<file path="src/rtl/amp_pkg.sv">
// rtl/amp_pkg.sv - shared result-word layout for the amplifier result path
package amp_pkg;

    localparam int NO_W          = 8;
    localparam int RES_W         = 24;
    localparam int RD_DATA_WIDTH = NO_W + RES_W;

    // One amplifier result beat: sequence number in the top byte, value below.
    typedef struct packed {
        logic [NO_W-1:0]  no;
        logic [RES_W-1:0] res;
    } amp_result_t;

    localparam int RESULT_W = $bits(amp_result_t);

    // Extract the sequence number from a result beat.
    function automatic logic [NO_W-1:0] result_no(input amp_result_t r);
        return r.no;
    endfunction

    // Sequence number expected after n; 255 wraps to 0.
    function automatic logic [NO_W-1:0] next_no(input logic [NO_W-1:0] n);
        return n + NO_W'(1);
    endfunction

endpackage

</file>
<file path="src/rtl/amp_sync_fifo.sv">
// rtl/amp_sync_fifo.sv - show-ahead synchronous FIFO storage and pointers
module amp_sync_fifo #(
    parameter int DEPTH  = 8,
    parameter int DATA_W = 32
) (
    input  logic                     clk_i,
    input  logic                     rst_i,
    input  logic                     push_i,
    input  logic                     pop_i,
    input  logic [DATA_W-1:0]        data_i,
    output logic [DATA_W-1:0]        data_o,
    output logic [$clog2(DEPTH):0]   count_o
);

    localparam int AW = $clog2(DEPTH);
    localparam int CW = AW + 1;

    logic [DATA_W-1:0] mem_q [DEPTH];
    logic [AW-1:0]     rd_ptr_q, rd_ptr_d;
    logic [AW-1:0]     wr_ptr_q, wr_ptr_d;
    logic [CW-1:0]     count_q, count_d;

    // Pointers wrap naturally since DEPTH is a power of two; push/pop arrive pre-qualified.
    always_comb begin
        rd_ptr_d = rd_ptr_q;
        wr_ptr_d = wr_ptr_q;
        count_d  = count_q;
        if (pop_i) begin
            rd_ptr_d = rd_ptr_q + AW'(1);
        end
        if (push_i) begin
            wr_ptr_d = wr_ptr_q + AW'(1);
        end
        case ({push_i, pop_i})
            2'b10:   count_d = count_q + CW'(1);
            2'b01:   count_d = count_q - CW'(1);
            default: count_d = count_q;
        endcase
    end

    // Pointer and occupancy registers; reset discards whatever was stored.
    always_ff @(posedge clk_i) begin
        if (rst_i) begin
            rd_ptr_q <= '0;
            wr_ptr_q <= '0;
            count_q  <= '0;
        end else begin
            rd_ptr_q <= rd_ptr_d;
            wr_ptr_q <= wr_ptr_d;
            count_q  <= count_d;
        end
    end

    // Storage array; contents need no reset because count gates visibility.
    always_ff @(posedge clk_i) begin
        if (push_i && !rst_i) begin
            mem_q[wr_ptr_q] <= data_i;
        end
    end

    assign data_o  = (count_q == '0) ? '0 : mem_q[rd_ptr_q];
    assign count_o = count_q;

endmodule

</file>
<file path="src/rtl/amp_result_buffer.sv">
// rtl/amp_result_buffer.sv - amplifier result FIFO with sticky overflow and optional sequence checker (AMP_RESULT_SEQ_CHECK_EN)
`ifndef RD_DATA_WIDTH
`define RD_DATA_WIDTH 32
`endif

module amp_result_buffer
    import amp_pkg::*;
#(
    parameter int DEPTH  = 8,
    parameter int DATA_W = `RD_DATA_WIDTH
) (
    input  logic                     clk_i,
    input  logic                     rst_i,
    input  logic                     in_val_i,
    input  logic [DATA_W-1:0]        in_data_i,
    output logic                     out_val_o,
    input  logic                     out_rdy_i,
    output logic [DATA_W-1:0]        out_data_o,
    output logic [$clog2(DEPTH):0]   count_o,
    output logic                     full_o,
    output logic                     empty_o,
    output logic                     ovf_o,
    output logic                     seq_err_o,
    input  logic                     clr_i
);

    localparam int CW = $clog2(DEPTH) + 1;

    logic [CW-1:0] count_s;
    logic          empty_s;
    logic          full_s;
    logic          pop_s;
    logic          push_s;
    logic          ovf_set_s;
    logic          ovf_q, ovf_d;

    assign empty_s   = (count_s == '0);
    assign full_s    = (count_s == CW'(DEPTH));
    assign pop_s     = !empty_s && out_rdy_i;
    // A pop on the same edge frees a slot, so a full FIFO still accepts.
    assign push_s    = in_val_i && (!full_s || pop_s);
    assign ovf_set_s = in_val_i && !push_s;

    amp_sync_fifo #(
        .DEPTH  (DEPTH),
        .DATA_W (DATA_W)
    ) u_fifo (
        .clk_i   (clk_i),
        .rst_i   (rst_i),
        .push_i  (push_s),
        .pop_i   (pop_s),
        .data_i  (in_data_i),
        .data_o  (out_data_o),
        .count_o (count_s)
    );

    // Overflow flag: a drop on this edge wins over a clear.
    always_comb begin
        ovf_d = ovf_q;
        if (ovf_set_s) begin
            ovf_d = 1'b1;
        end else if (clr_i) begin
            ovf_d = 1'b0;
        end
    end

    // Sticky overflow register.
    always_ff @(posedge clk_i) begin
        if (rst_i) begin
            ovf_q <= 1'b0;
        end else begin
            ovf_q <= ovf_d;
        end
    end

`ifdef AMP_RESULT_SEQ_CHECK_EN
    logic            armed_q, armed_d;
    logic [NO_W-1:0] exp_q, exp_d;
    logic            seq_err_q, seq_err_d;
    logic [NO_W-1:0] no_s;
    logic            gap_s;

    assign no_s  = result_no(in_data_i[RESULT_W-1:0]);
    // Every beat is checked, including ones dropped by a full FIFO.
    assign gap_s = in_val_i && armed_q && (no_s != exp_q);

    // Checker next state: any beat re-arms and reloads; a lone clear disarms.
    always_comb begin
        armed_d   = armed_q;
        exp_d     = exp_q;
        seq_err_d = seq_err_q;
        if (in_val_i) begin
            armed_d = 1'b1;
            exp_d   = next_no(no_s);
        end else if (clr_i) begin
            armed_d = 1'b0;
        end
        if (gap_s) begin
            seq_err_d = 1'b1;
        end else if (clr_i) begin
            seq_err_d = 1'b0;
        end
    end

    // Sequence checker registers.
    always_ff @(posedge clk_i) begin
        if (rst_i) begin
            armed_q   <= 1'b0;
            exp_q     <= '0;
            seq_err_q <= 1'b0;
        end else begin
            armed_q   <= armed_d;
            exp_q     <= exp_d;
            seq_err_q <= seq_err_d;
        end
    end

    assign seq_err_o = seq_err_q;
`else
    assign seq_err_o = 1'b0;
`endif

    assign count_o   = count_s;
    assign empty_o   = empty_s;
    assign full_o    = full_s;
    assign out_val_o = !empty_s;
    assign ovf_o     = ovf_q;

endmodule

</file>
<file path="config.mk">
export PLATFORM = sky130hd
export DESIGN_NAME = amp_result_buffer
export DESIGN_NICKNAME = d
export VERILOG_FILES = /design/src/rtl/amp_pkg.sv /design/src/rtl/amp_sync_fifo.sv /design/src/rtl/amp_result_buffer.sv
export SDC_FILE = /design/constraint.sdc
export NUM_CORES = 1
export LEC_CHECK = 0
export CAP_MARGIN = 10
export CORE_MARGIN = 10
export CORE_UTILIZATION = 55
export CTS_CLUSTER_DIAMETER = 60
export DETAILED_ROUTE_END_ITERATION = 8
export MAX_ROUTING_LAYER = met4
export PLACE_DENSITY = 0.77
export SLEW_MARGIN = 40
export SYNTH_ARGS = -nofsm -noshare
export SYNTH_HDL_FRONTEND = slang
export SYNTH_SLANG_ARGS = --single-unit
</file>
<file path="constraint.sdc">
create_clock -name clk_i -period 13.8 [get_ports clk_i]
set_input_delay 2.76 -clock clk_i [delete_from_list [all_inputs] [get_ports clk_i]]
set_output_delay 2.76 -clock clk_i [all_outputs]
set_load 0.005 [all_outputs]
</file>
**After elaboration in Yosys (flattened, before gate mapping)**

Memory sizes are Yosys's and may differ from the RTL's. A register that Yosys moved wholly into a read port is not among the register bits.
Cells that the tools add are included.

- $add $sub $neg: 4
- $mul: 0
- Divide/modulo/power cells: 0
- $lt $le $gt $ge: 0
- Equality and inequality tests: 3
- Shifts and indexed selects: 0
- Multiplexer cells: 8
- Bitwise gates (word level): 0
- Reductions and logical operators: 12

Operators with widths:

| kind | count |
|---|---|
| $mux W32 | 1 |
| $pmux W4 S2 | 1 |
| $add A3 B1 Y3 const B | 2 |
| $mux W3 | 2 |
| $add A4 B1 Y4 const B | 1 |
| $eq A4 B4 Y1 const B | 1 |
| $logic_and A1 B1 Y1 | 4 |
| $logic_not A1 Y1 | 4 |
| $logic_not A4 Y1 | 1 |
| $mux W1 | 4 |
| $reduce_bool A2 Y1 | 2 |
| $sub A4 B1 Y4 const B | 1 |
| $eq A2 B1 Y1 const B | 1 |
| $eq A2 B2 Y1 const B | 1 |
| $logic_or A1 B1 Y1 | 1 |

- Flip-flop bits (word level): 11
- Bits in latches: 0
- RAM bits: 256
- ROM bits: 0
- Input port bits: 37
- Output and inout port bits: 41
- Word-level logic and storage cells: 32
- Memories kept: 1

Memory list:

| memory | depth | width | read ports | clocked after memory_dff | wr ports | RTL line | text |
|---|---|---|---|---|---|---|---|
| u_fifo.mem_q | 8 | 32 | 1 | 1 | 1 | amp_sync_fifo.sv:18 | `logic [DATA_W-1:0] mem_q [DEPTH];` |

**Depth between registers and ports, before layout**

Gate-level depths: netlist (run 1).

- Depth after elaboration: 8
- Depth in mapped cells: 11
- Mapped depth without buffers: 9

**Modules after synthesis**

A second synthesis (run 1) with hierarchy kept.

- Cells, all modules: 488
- Area, all modules: 10491.3 µm²

By module, submodules not included:

| module | instances | cells each | area each (µm²) | seq. area each (µm²) |
|---|---|---|---|---|
| amp_sync_fifo | 1 | 476 | 10397.5 | 7947.6 |
| amp_result_buffer | 1 | 12 | 93.8 | 20.0 |

**Worst setup path after synthesis (run 1)**

No wires, ideal clock.

- Path kind: input-to-reg
- Start point: input out_rdy_i
- End point: memory u_fifo.mem_q[0][0], enable pin
- Library setup time: 0.501 ns
- Arrival: 6.212 ns
- Required time: 13.299 ns
- Path slack: 7.086 ns
- Stages on the path: 3
- Buffers on the path: 0
- Cells stage by stage: o21ai_4 -> or2_2 -> nor4_1

- Word-level cells in the longest chain between the ends: 6

RTL lines:

| what | RTL line | text |
|---|---|---|
| from (decl) | amp_result_buffer.sv:17 | `input logic out_rdy_i,` |
| $logic_and A1 B1 Y1 | amp_result_buffer.sv:39 | `assign pop_s = !empty_s && out_rdy_i;` |
| $logic_or A1 B1 Y1 | amp_result_buffer.sv:41 | `assign push_s = in_val_i && (!full_s \|\| pop_s);` |
| $logic_and A1 B1 Y1 | amp_result_buffer.sv:41 |  |
| $logic_and A1 B1 Y1 | amp_sync_fifo.sv:56 | `if (push_i && !rst_i) begin` |
| $mux W1 | amp_sync_fifo.sv:56 |  |
| $mux W1 (not written as such) | amp_sync_fifo.sv:57 | `mem_q[wr_ptr_q] <= data_i;` |
| to (decl) | amp_sync_fifo.sv:18 |  |

Every way passes these cells.

==> impl_metrics.csv, run 1 <==
group,metric,value,unit
status,status,"finished, final reports clean",
setup_path,crit_path_end_kind,"primary output",
routing,antenna_left,0,
clocking,cts_tree,"built",
cells_and_area,fin_area,12300,um^2
setup_path,cp_slowest_cell,"dfxtp_4",
yosys,async_flop_share,0,%
yosys,synth_top_area_share,73.7,%
setup_path,cp_max_fo,44,
yosys,yosys_warnings,0,
setup_path,worstPathRequired,11.04,ns
yosys,syn_nets,532,
sta,fmax,170,MHz
yosys,yosys.area.top_type,"edfxtp_1",
clocking,clk_latency,0.51,ns
setup_path,cp_data_arrival_time,3.12,ns
place,portBuffers,76,
sta,min_period,5.88,ns
yosys,ys_dominant_reg_cell,"edfxtp_1",
yosys,syn_area,10400,um^2
sta,fin_setup_tns,0,ns
clocking,postCtsHoldBufs,0,
setup_path,cp.buffers_inverters,2,
pwr,comb_power_share,23.3,%
die,dieHeight,158,um
sta,worst_pin_slew,0.718,ns
global_routing,grt_max_degree,45,
cells_and_area,drive_above_1_share,21.7,%
yosys,synth_cell_types,35,
routing,drc,0,
clocking,cts_buffers,25,
routing,vias,4935,
pwr,p_leak,3.82,nW
setup_path,cp_slowest_stage_delay,0.62,ns
sta,maxSlewHeadroom,51.9,%
place,hpwl,11.5,mm
pwr,p_seq_share,45.1,%
pwr,intPower,0.00158,W
pwr,swShare,24.9,%
global_routing,overflow,0,
die,design.core.area,18700,um^2
routing,via_per_inst,5.92,
die,die-area,24900,um^2
yosys,ys_seq_area_share,76.3,%
setup_path,start_kind,"flip-flop",
routing,wirelength_met1,7.93,mm
setup_path,path_cells,"buf_6 > mux4_2 > mux2i_1 > nor2_1 > clkdlybuf4s50_1",
yosys,syn_inst,490,
sta,rsz0062_at_grt,"false",
yosys,synth_seq_cells,270,
cells_and_area,diodes,0,
clocking,htree_levels,1,
routing,wl_per_cell,24.2,um
yosys,syn_area_per_cell,21.3,um^2
global_routing,grt_pass1_wl,31.6,mm
routing,first_iter_violations,419,
job,cap_violations,0,
yosys,synth_most_common_cell,"edfxtp_1",
sta,setup_viol,0,
routing,dr.max_layer_used,"met4",
place,gp_congestion,0.783,
cells_and_area,fin_nets,623,
routing,dr_wl_met2,10.4,mm
clocking,path_clk_slew,0.06,ns
routing,drt_pre_antenna_iters,5,
pwr,power,0.00211,W
setup_path,path_delay_family,"buffers and inverters",
worst_hold_path,hold_path.class,"flip-flop to flip-flop",
routing,wl_met3,1.42,mm
sta,drv_slew,0,
pwr,powerDensity,171,nW/um^2
die,start_util,55.8,%
clocking,postCtsSetupRepairBufs,0,
routing,wirelength,20.2,mm
pwr,pwr-share-clk,31.6,%
global_routing,grt_pass1_vias,5366,
die,die_w,158,um
pwr,p_switching,0.000526,W
global_routing,antenna_found_initial,0,
sta,fin_skew,0.00808,ns
global_routing,grt_usage,17.2,%
die,row_count,50,
cells_and_area,fillCellCount,1162,
yosys,synth_top_cells_by_area,"edfxtp_1 74%, mux4_2 14%, mux2i_1 3.4%",
die,io_pins,78,
sta,fin_ws,7.92,ns
clocking,cts_sinks,270,
sta,timing.final.crit_share,42.6,%
place,pre_cts_slack,8.44,ns
sta,hold_violations,0,
clocking,clockRootBuffer,"clkbuf_16",
cells_and_area,syn_to_final_growth,18.2,%
setup_path,crit_type,"flip-flop to primary output",
place,placed_area,11500,um^2
pwr,peakVddDrop,0.0943,mV
yosys,synth_edf_count,256,
clocking,cts_max_path_buffers,3,
clocking,cts_resized,0,
yosys,synth_common_cells,"256 x edfxtp_1, 64 x mux4_2, 45 x nor2_1",
==> metal layers <==
| metal | global-route usage (%) | vias to the layer above |
|---|---|---|
| met1 | 21.8 | 2542 |
| li1 | - | 2177 |
| met5 | - | - |
| met2 | 28.1 | 174 |
| met4 | 5.21 | 0 |
| met3 | 2.85 | 42 |
==> sequential cells by signal (all words and copies together) (netlist names), named ones only <==
name / count
u_fifo.mem_q: 256
u_fifo.wr_ptr_q: 3
u_fifo.count_o: 4
u_fifo.rd_ptr_q: 3
ovf_o: 1
==> power by group through the flow <==
stage / clock network, W / logic [W] / registers (W)
2_1_floorplan: 0 / 0.000290 / 0.000947
3_3_place_gp: 0 / 0.000492 / 0.000967
3_5_place_dp: 0 / 0.000500 / 0.000970
4_1_cts: 0.000677 / 0.000505 / 0.000953
5_1_grt: 0.000710 / 0.000535 / 0.000957
6_report: 0.000667 / 0.000493 / 0.000952
==> final timing paths <==
path / start / to / slack, ns / cells past startpoint
worst min register to register: u_fifo.wr_ptr_q[0] / u_fifo.wr_ptr_q[0] / 0.50 / 2
worst max-delay path: flip-flop / out_data_o[19] / 7.92 / 5
worst max register to register: u_fifo.count_o[1] / u_fifo.count_o[2] / 11.15 / 9
worst min-delay path: u_fifo.wr_ptr_q[0] / u_fifo.wr_ptr_q[0] / 0.50 / 2
==> cell families after synthesis <==
| kind of cell | after synthesis | share of synthesized area, % |
|---|---|---|
| AOI/OAI and AO/OA | 11 | 0.707 |
| muxes | 100 | 17.3 |
| adders and majority gates | 5 | 0.599 |
| buffers and inverters | 30 | 1.41 |
| other | 1 | 0.0359 |
| DFF | 270 | 76.3 |
| and+or+nand+nor | 67 | 3.05 |
| xor gates and xnor gates | 6 | 0.575 |
==> cell usage in the layout, fill, tap and decap left out, types with 2 or more instances in the layout <==
master / count
clkinv_1: 9
clkdlybuf4s50_1: 76
nand2_1: 2
clkbuf_16: 25
edfxtp_1: 256
mux4_2: 64
nor2b_1: 3
clkbuf_1: 5
nor3_2: 2
inv_1: 2
bufinv_16: 3
dfxtp_1: 11
mux2i_1: 35
nor2_4: 2
nor3_4: 2
o211ai_1: 2
buf_4: 15
nand2b_1: 2
ha_1: 5
dfxtp_2: 2
a21oi_1: 4
nor2_1: 43
xor2_1: 5
nor4_2: 2
o21ai_0: 3
==> metrics by stage <==
step	cells	hold WS (ns)	utilization, %
3_5_place_dp	788	0.482	61.7
3_3_place_gp	788	0.490	61.6
5_1_grt	834	0.528	66.0
2_1_floorplan	490	0.462	-
4_1_cts	834	0.493	66.0
6_report	834	0.497	66.0
==> area by class of cell <==
type | instances | area, um^2 | area share [%]
Clock buffer | 30 | 644 | 5.22
Clock inverter | 16 | 154 | 1.25
Inverter | 2 | 7.51 | 0.0608
Multi-Input combinational cell | 190 | 2380 | 19.3
Sequential cell | 270 | 7970 | 64.6
Tap cell | 234 | 293 | 2.37
Timing Repair Buffer | 92 | 885 | 7.17
==> worst reg2reg max path, delay by kind of cell (launching register included) <==
kind / cells / cell delay [ns]
and+or+nand+nor: 2 / 0.94
xor gates and xnor gates: 2 / 0.36
AOI/OAI and AO/OA: 3 / 0.40
DFF: 1 / 0.39
adders and majority gates: 2 / 0.48
(Power assumes the default switching activity.)
==> run 2, diff against run 1 <==
- CORE_UTILIZATION: 55 -> 52
- PLACE_DENSITY: 0.77 -> 0.76
- clock period: 13.8 -> 5 ns (I/O delays scaled with it)
==> run 2 against run 1 <==
Worst setup slack got worse by 6.9 ns. Critical path depth unchanged. Via count grew 0.75%. Global-route usage is 1.3 points lower. Design area is 1.8% higher. Critical path type unchanged. Largest power group unchanged. Clock skew is 0.0016 ns higher. Sequential cell count unchanged. Clock power rose to 3.0 times the previous value. Sequential power rose to 2.8 times the previous value. Hold slack gained 0.026 ns. Largest cell class unchanged. Register-to-register slack worse by 8.8 ns. Total power rose to 2.8 times the previous value.
==> impl_metrics.csv, run 2 (synthesis gave the netlist of run 1 again) <==
group,metric,value,unit
place,placed_area,11700,um^2
routing,vias,4972,
sta,setup_viol,0,
routing,via_per_inst,5.71,
die,die-area,26100,um^2
sta,fin_setup_tns,0,ns
clocking,htree_levels,1,
die,die_w,162,um
pwr,power,0.00600,W
place,gp_congestion,0.723,
cells_and_area,diodes,0,
sta,drv_slew,0,
clocking,cts_buffers,27,
place,hpwl,12.1,mm
setup_path,worstPathRequired,4.00,ns
clocking,cts_resized,0,
global_routing,grt_pass1_vias,5417,
cells_and_area,layout_common_cells,"256 x edfxtp_1, 76 x clkdlybuf4s50_1, 64 x mux4_2",
pwr,p_leak,3.90,nW
clocking,clockRootBuffer,"clkbuf_16",
global_routing,grt_pass1_wl,31.4,mm
global_routing,overflow,0,
sta,holdWs,0.523,ns
sta,worst_pin_slew,0.834,ns
setup_path,cp_max_fo,18,
pwr,peakVddDrop,0.330,mV
cells_and_area,largest_reg_flops,256,
setup_path,start_kind,"flip-flop",
clocking,path_clk_slew,0.06,ns
status,status,"finished, final reports clean",
clocking,clk_latency,0.52,ns
sta,maxSlewHeadroom,44.4,%
global_routing,grt_max_degree,37,
die,io_pins,78,
cells_and_area,fin_area,12600,um^2
setup_path,crit_path_end_kind,"primary output",
cells_and_area,syn_to_final_growth,20.3,%
setup_path,crit_type,"flip-flop to primary output",
routing,drc,0,
setup_path,r2r_cells,7,
worst_hold_path,hold_path.class,"flip-flop to flip-flop",
sta,hold_violations,0,
setup_path,cp_data_arrival_time,2.97,ns
routing,antenna_left,0,
routing,wirelength,20.1,mm
cells_and_area,mostFrequentLayoutCell,"edfxtp_1",
clocking,cts_sinks,270,
worst_hold_path,hold_depth,2,
job,cap_violations,0,
routing,first_iter_violations,387,
clocking,postCtsHoldBufs,0,
global_routing,grt_usage,15.8,%
sta,fin_skew,0.00971,ns
cells_and_area,drive_above_1_share,23.4,%
die,design.core.area,19600,um^2
sta,fmax,252,MHz
die,start_util,53.3,%
cells_and_area,regMostFlops,"u_fifo.mem_q",
place,portBuffers,76,
pwr,powerDensity,478,nW/um^2
routing,wl_per_cell,23.0,um
sta,rsz0062_at_grt,"false",
cells_and_area,fin_nets,628,
global_routing,antenna_found_initial,0,
clocking,cts_tree,"built",
sta,min_period,3.97,ns
clocking,cts_max_path_buffers,3,
die,row_count,51,
die,dieHeight,162,um
routing,drt_pre_antenna_iters,5,
sta,timing.final.crit_share,79.4,%
clocking,postCtsSetupRepairBufs,0,
==> run 2: cell types whose count changed in the layout (fill, tap and decap cells not counted), sizes merged <==
cell,before,now
clkbuf,30,31
inv,3,5
buf,16,19
clkinvlp,1,3
clkinv,11,8
bufinv,3,4
==> run 2: report_power, final <==
part / switching, W / internal [W] / leakage [nW] / total [W]
combinational: 0.000578 / 0.000773 / 1.04 / 0.00135
sequential: 0.0000996 / 0.00254 / 2.43 / 0.00264
clock: 0.000809 / 0.00121 / 0.432 / 0.00201
total: 0.00149 / 0.00452 / 3.90 / 0.00600
==> run 2: final cells by class <==
class | instances | area, um^2
inverters | 2 | 7.51
clock inverters | 18 | 210
well taps | 265 | 332
flip-flops and latches | 270 | 7970
fillers | 1314 | 7030
clock buffers | 31 | 691
repair buffers | 95 | 968
multi-input cells | 190 | 2370
==> run 2: path summary, 6_finish.rpt <==
path                      startpoint                 end  slack (ns)
setup / recovery   u_fifo.count_o[0]       out_data_o[9]        1.03
hold / removal    u_fifo.wr_ptr_q[0]  u_fifo.wr_ptr_q[0]        0.52
hold reg to reg   u_fifo.wr_ptr_q[0]  u_fifo.wr_ptr_q[0]        0.52
setup reg to reg   u_fifo.count_o[1]   u_fifo.count_o[3]        2.37
==> run 2: per-layer routing <==
layer  track usage [%]  part of all wire [%]  vias to the layer above
met5                 -                     0                        -
met4              4.14                   1.8                        0
met3              2.65                   4.2                       26
met2              26.6                    52                      139
met1              19.8                    42                     2615
li1                  -                     -                     2192
==> run 2: through the flow <==
step                setup slack [ns]  std cells  utilization, %
finish                          1.03        871            64.1
global route                   0.820        871            64.1
CTS                            0.971        871            64.1
detailed placement              1.55        822            59.5
global placement                1.57        820            59.2
floorplan                     0.0461        490               -
==> run 2: critical path, stage by stage, from the launching register on <==
cell             delay, ns
dfxtp_1               0.38
or4_4                 0.57
inv_1                 0.56
buf_4                 0.37
nor2_1                0.09
clkdlybuf4s50_1       0.46
==> RTL change (flow settings as in run 2) <==
Register the output `count_o`, with the module's reset; this adds one clock of latency there. The other outputs are not delayed to match.
--- a/src/rtl/amp_result_buffer.sv
+++ b/src/rtl/amp_result_buffer.sv
@@ -25,6 +25,8 @@
 );
 
     localparam int CW = $clog2(DEPTH) + 1;
+
+    logic [$clog2(DEPTH):0] count_c;
 
     logic [CW-1:0] count_s;
     logic          empty_s;
@@ -120,11 +122,19 @@
     assign seq_err_o = 1'b0;
 `endif
 
-    assign count_o   = count_s;
+    assign count_c   = count_s;
     assign empty_o   = empty_s;
     assign full_o    = full_s;
     assign out_val_o = !empty_s;
     assign ovf_o     = ovf_q;
 
+    always_ff @(posedge clk_i) begin
+        if (rst_i) begin
+            count_o <= '0;
+        end else begin
+            count_o <= count_c;
+        end
+    end
+
 endmodule
 
Function: changed (Yosys sat finds a counterexample within 4 cycles, from zero or initial values and one cycle with rst_i high).
==> RTL change against run 2 <==
Setup slack worse by 0.11 ns. Maximum frequency down 2.6%. Area after synthesis up 0.95%. Routed wire length up 5.4%. Largest power group unchanged. Final area up 0.80%. Highest routed layer unchanged. Sequential cell count up 4. Total power up 3.1%. Worst hold slack worse by 0.0074 ns.
==> RTL change: results (changes against run 2) <==
STA
The worst slew margin relative to its limit came to 50.04% (+5.7 points). The tightest hold margin is 0.5159 ns (-0.007444 ns).

Place
The worst-case setup slack after placement is 1.484 ns (-0.06943 ns). The count of placed standard cells including taps is 837 (+1.8%). The final weighted congestion in routability-driven placement was 0.7274 (+0.62%). The placed wire-length estimate is 12,330 um (+1.6%). The instance area after placement is 11,730 sq um (+0.61%).

Cells and area
From synthesis to final layout, the design area changed by 20.14%. The proportion of cell area spent on the clock network was 7.345% (+0.17 points). The non-clock buffer contribution to total cell area is 7.414% (-0.30 points). The number of buffers outside the clock class in the layout is 98 (+3.2%). The total of clock buffers placed in the layout is 32 (+3.2%). The footprint of the flip-flops and latches is 8056 sq um (+1.0%).

The total number of nets in the final design was 639 (+1.8%). The number of multi-input combinational cells in the layout was 193 (+1.6%). The layout filler cell count came to 1,350 (+2.7%). The proportion of layout cells with a drive suffix above 1 was 23.50% (+0.068 points).

Synthesis
The area share of fa/ha/maj cells after synthesis was 0.5938% (-0.0056 points). The synthesized netlist net count was 539 (+1.3%). The xor and xnor area share after synthesis came to 0.5701% (-0.0054 points).

The mean post-synth cell area is 21.20 sq um (-0.47%). Counting instances in the post-synthesis netlist gives the leading cell types as sky130_fd_sc_hd__edfxtp_1, sky130_fd_sc_hd__mux4_2, sky130_fd_sc_hd__nor2_1, sky130_fd_sc_hd__mux2i_1, sky130_fd_sc_hd__dfxtp_1. The count of different cell masters after synthesis came to 36 (+2.9%). The proportion of synthesized chip area in sequential cells was 76.39% (about the same). The post-synthesis compound-gate area fraction is 0.6532% (-0.054 points). In the post-synthesis netlist, the biggest area contributors are sky130_fd_sc_hd__edfxtp_1, sky130_fd_sc_hd__mux4_2, sky130_fd_sc_hd__dfxtp_1.

Drt
The met1 routed wirelength after detailed routing is 8793 um (+4.5%). The total iterations of the first detailed-routing run is 7 (+2). The DRC violation total after the first TritonRoute iteration was 430 (+11%). The via count is 5,075 (+2.1%).

The routed length per placed instance came to 23.84 um (+3.5%). The detailed route wirelength on metal2 came to 10,750 um (+3.0%). The detail-routed via count per cell was 5.722 (+0.23%).

Outcome
The run finished with clean final reports.

Worst setup path
The critical-path maximum fanout is 17 (-1). In this run the critical register-to-register path is launched from u_fifo.count_o[0]. The worst register-to-register path ends at u_fifo.count_o[2]. The arrival time at the worst endpoint is 3.07 ns (+0.10 ns).

Global routing
The global-route usage over all layers is 16.49% (+0.64 points). The number of global-route vias before repair is 5,412 (-0.092%). The largest net degree at the start of global routing is 34 (-8.1%). The met3 usage was 3.311% (+0.66 points). The global-route wire length before repair was 32,530 um (+3.5%).

CTS
The number of clock sinks is 274 (+1.5%). The buffer cell driving the clock tree root is sky130_fd_sc_hd__clkbuf_16. The total CTS buffers is 28 (+3.7%). The total number of H-tree levels is 1 (unchanged).

Pwr
The static leakage power is 3.969 nW (+1.8%). The maximum VDD drop is 370.8 uV (+12%).
-- RTL change: changes by cell type after synthesis, sizes merged --
| cell | before | now |
|---|---|---|
| a21oi | 4 | 3 |
| dfxtp | 14 | 18 |
| buf | 21 | 20 |
| or4 | 1 | 2 |
| nand2 | 2 | 3 |
| nor2b | 3 | 6 |
| or3 | 1 | 0 |
| clkbuf | 7 | 8 |
-- RTL change: how the worst max path moves through the flow --
stage	startpoint	endpoint	slack, ns
floorplan	out_rdy_i	u_fifo.mem_q[0][0]	0.05
global placement	u_fifo.count_o[0]	out_data_o[8]	1.49
detailed placement	u_fifo.count_o[0]	out_data_o[19]	1.48
CTS	u_fifo.count_o[0]	out_data_o[19]	0.90
global route	flop	out_data_o[22]	0.78
finish	u_fifo.count_o[0]	out_data_o[19]	0.93
-- RTL change: report_power, final --
group | internal [mW] | switching (mW) | leakage [nW]
combinational | 0.828 | 0.584 | 1.05
sequential | 2.58 | 0.129 | 2.46
clock | 1.26 | 0.813 | 0.455
total | 4.66 | 1.53 | 3.97
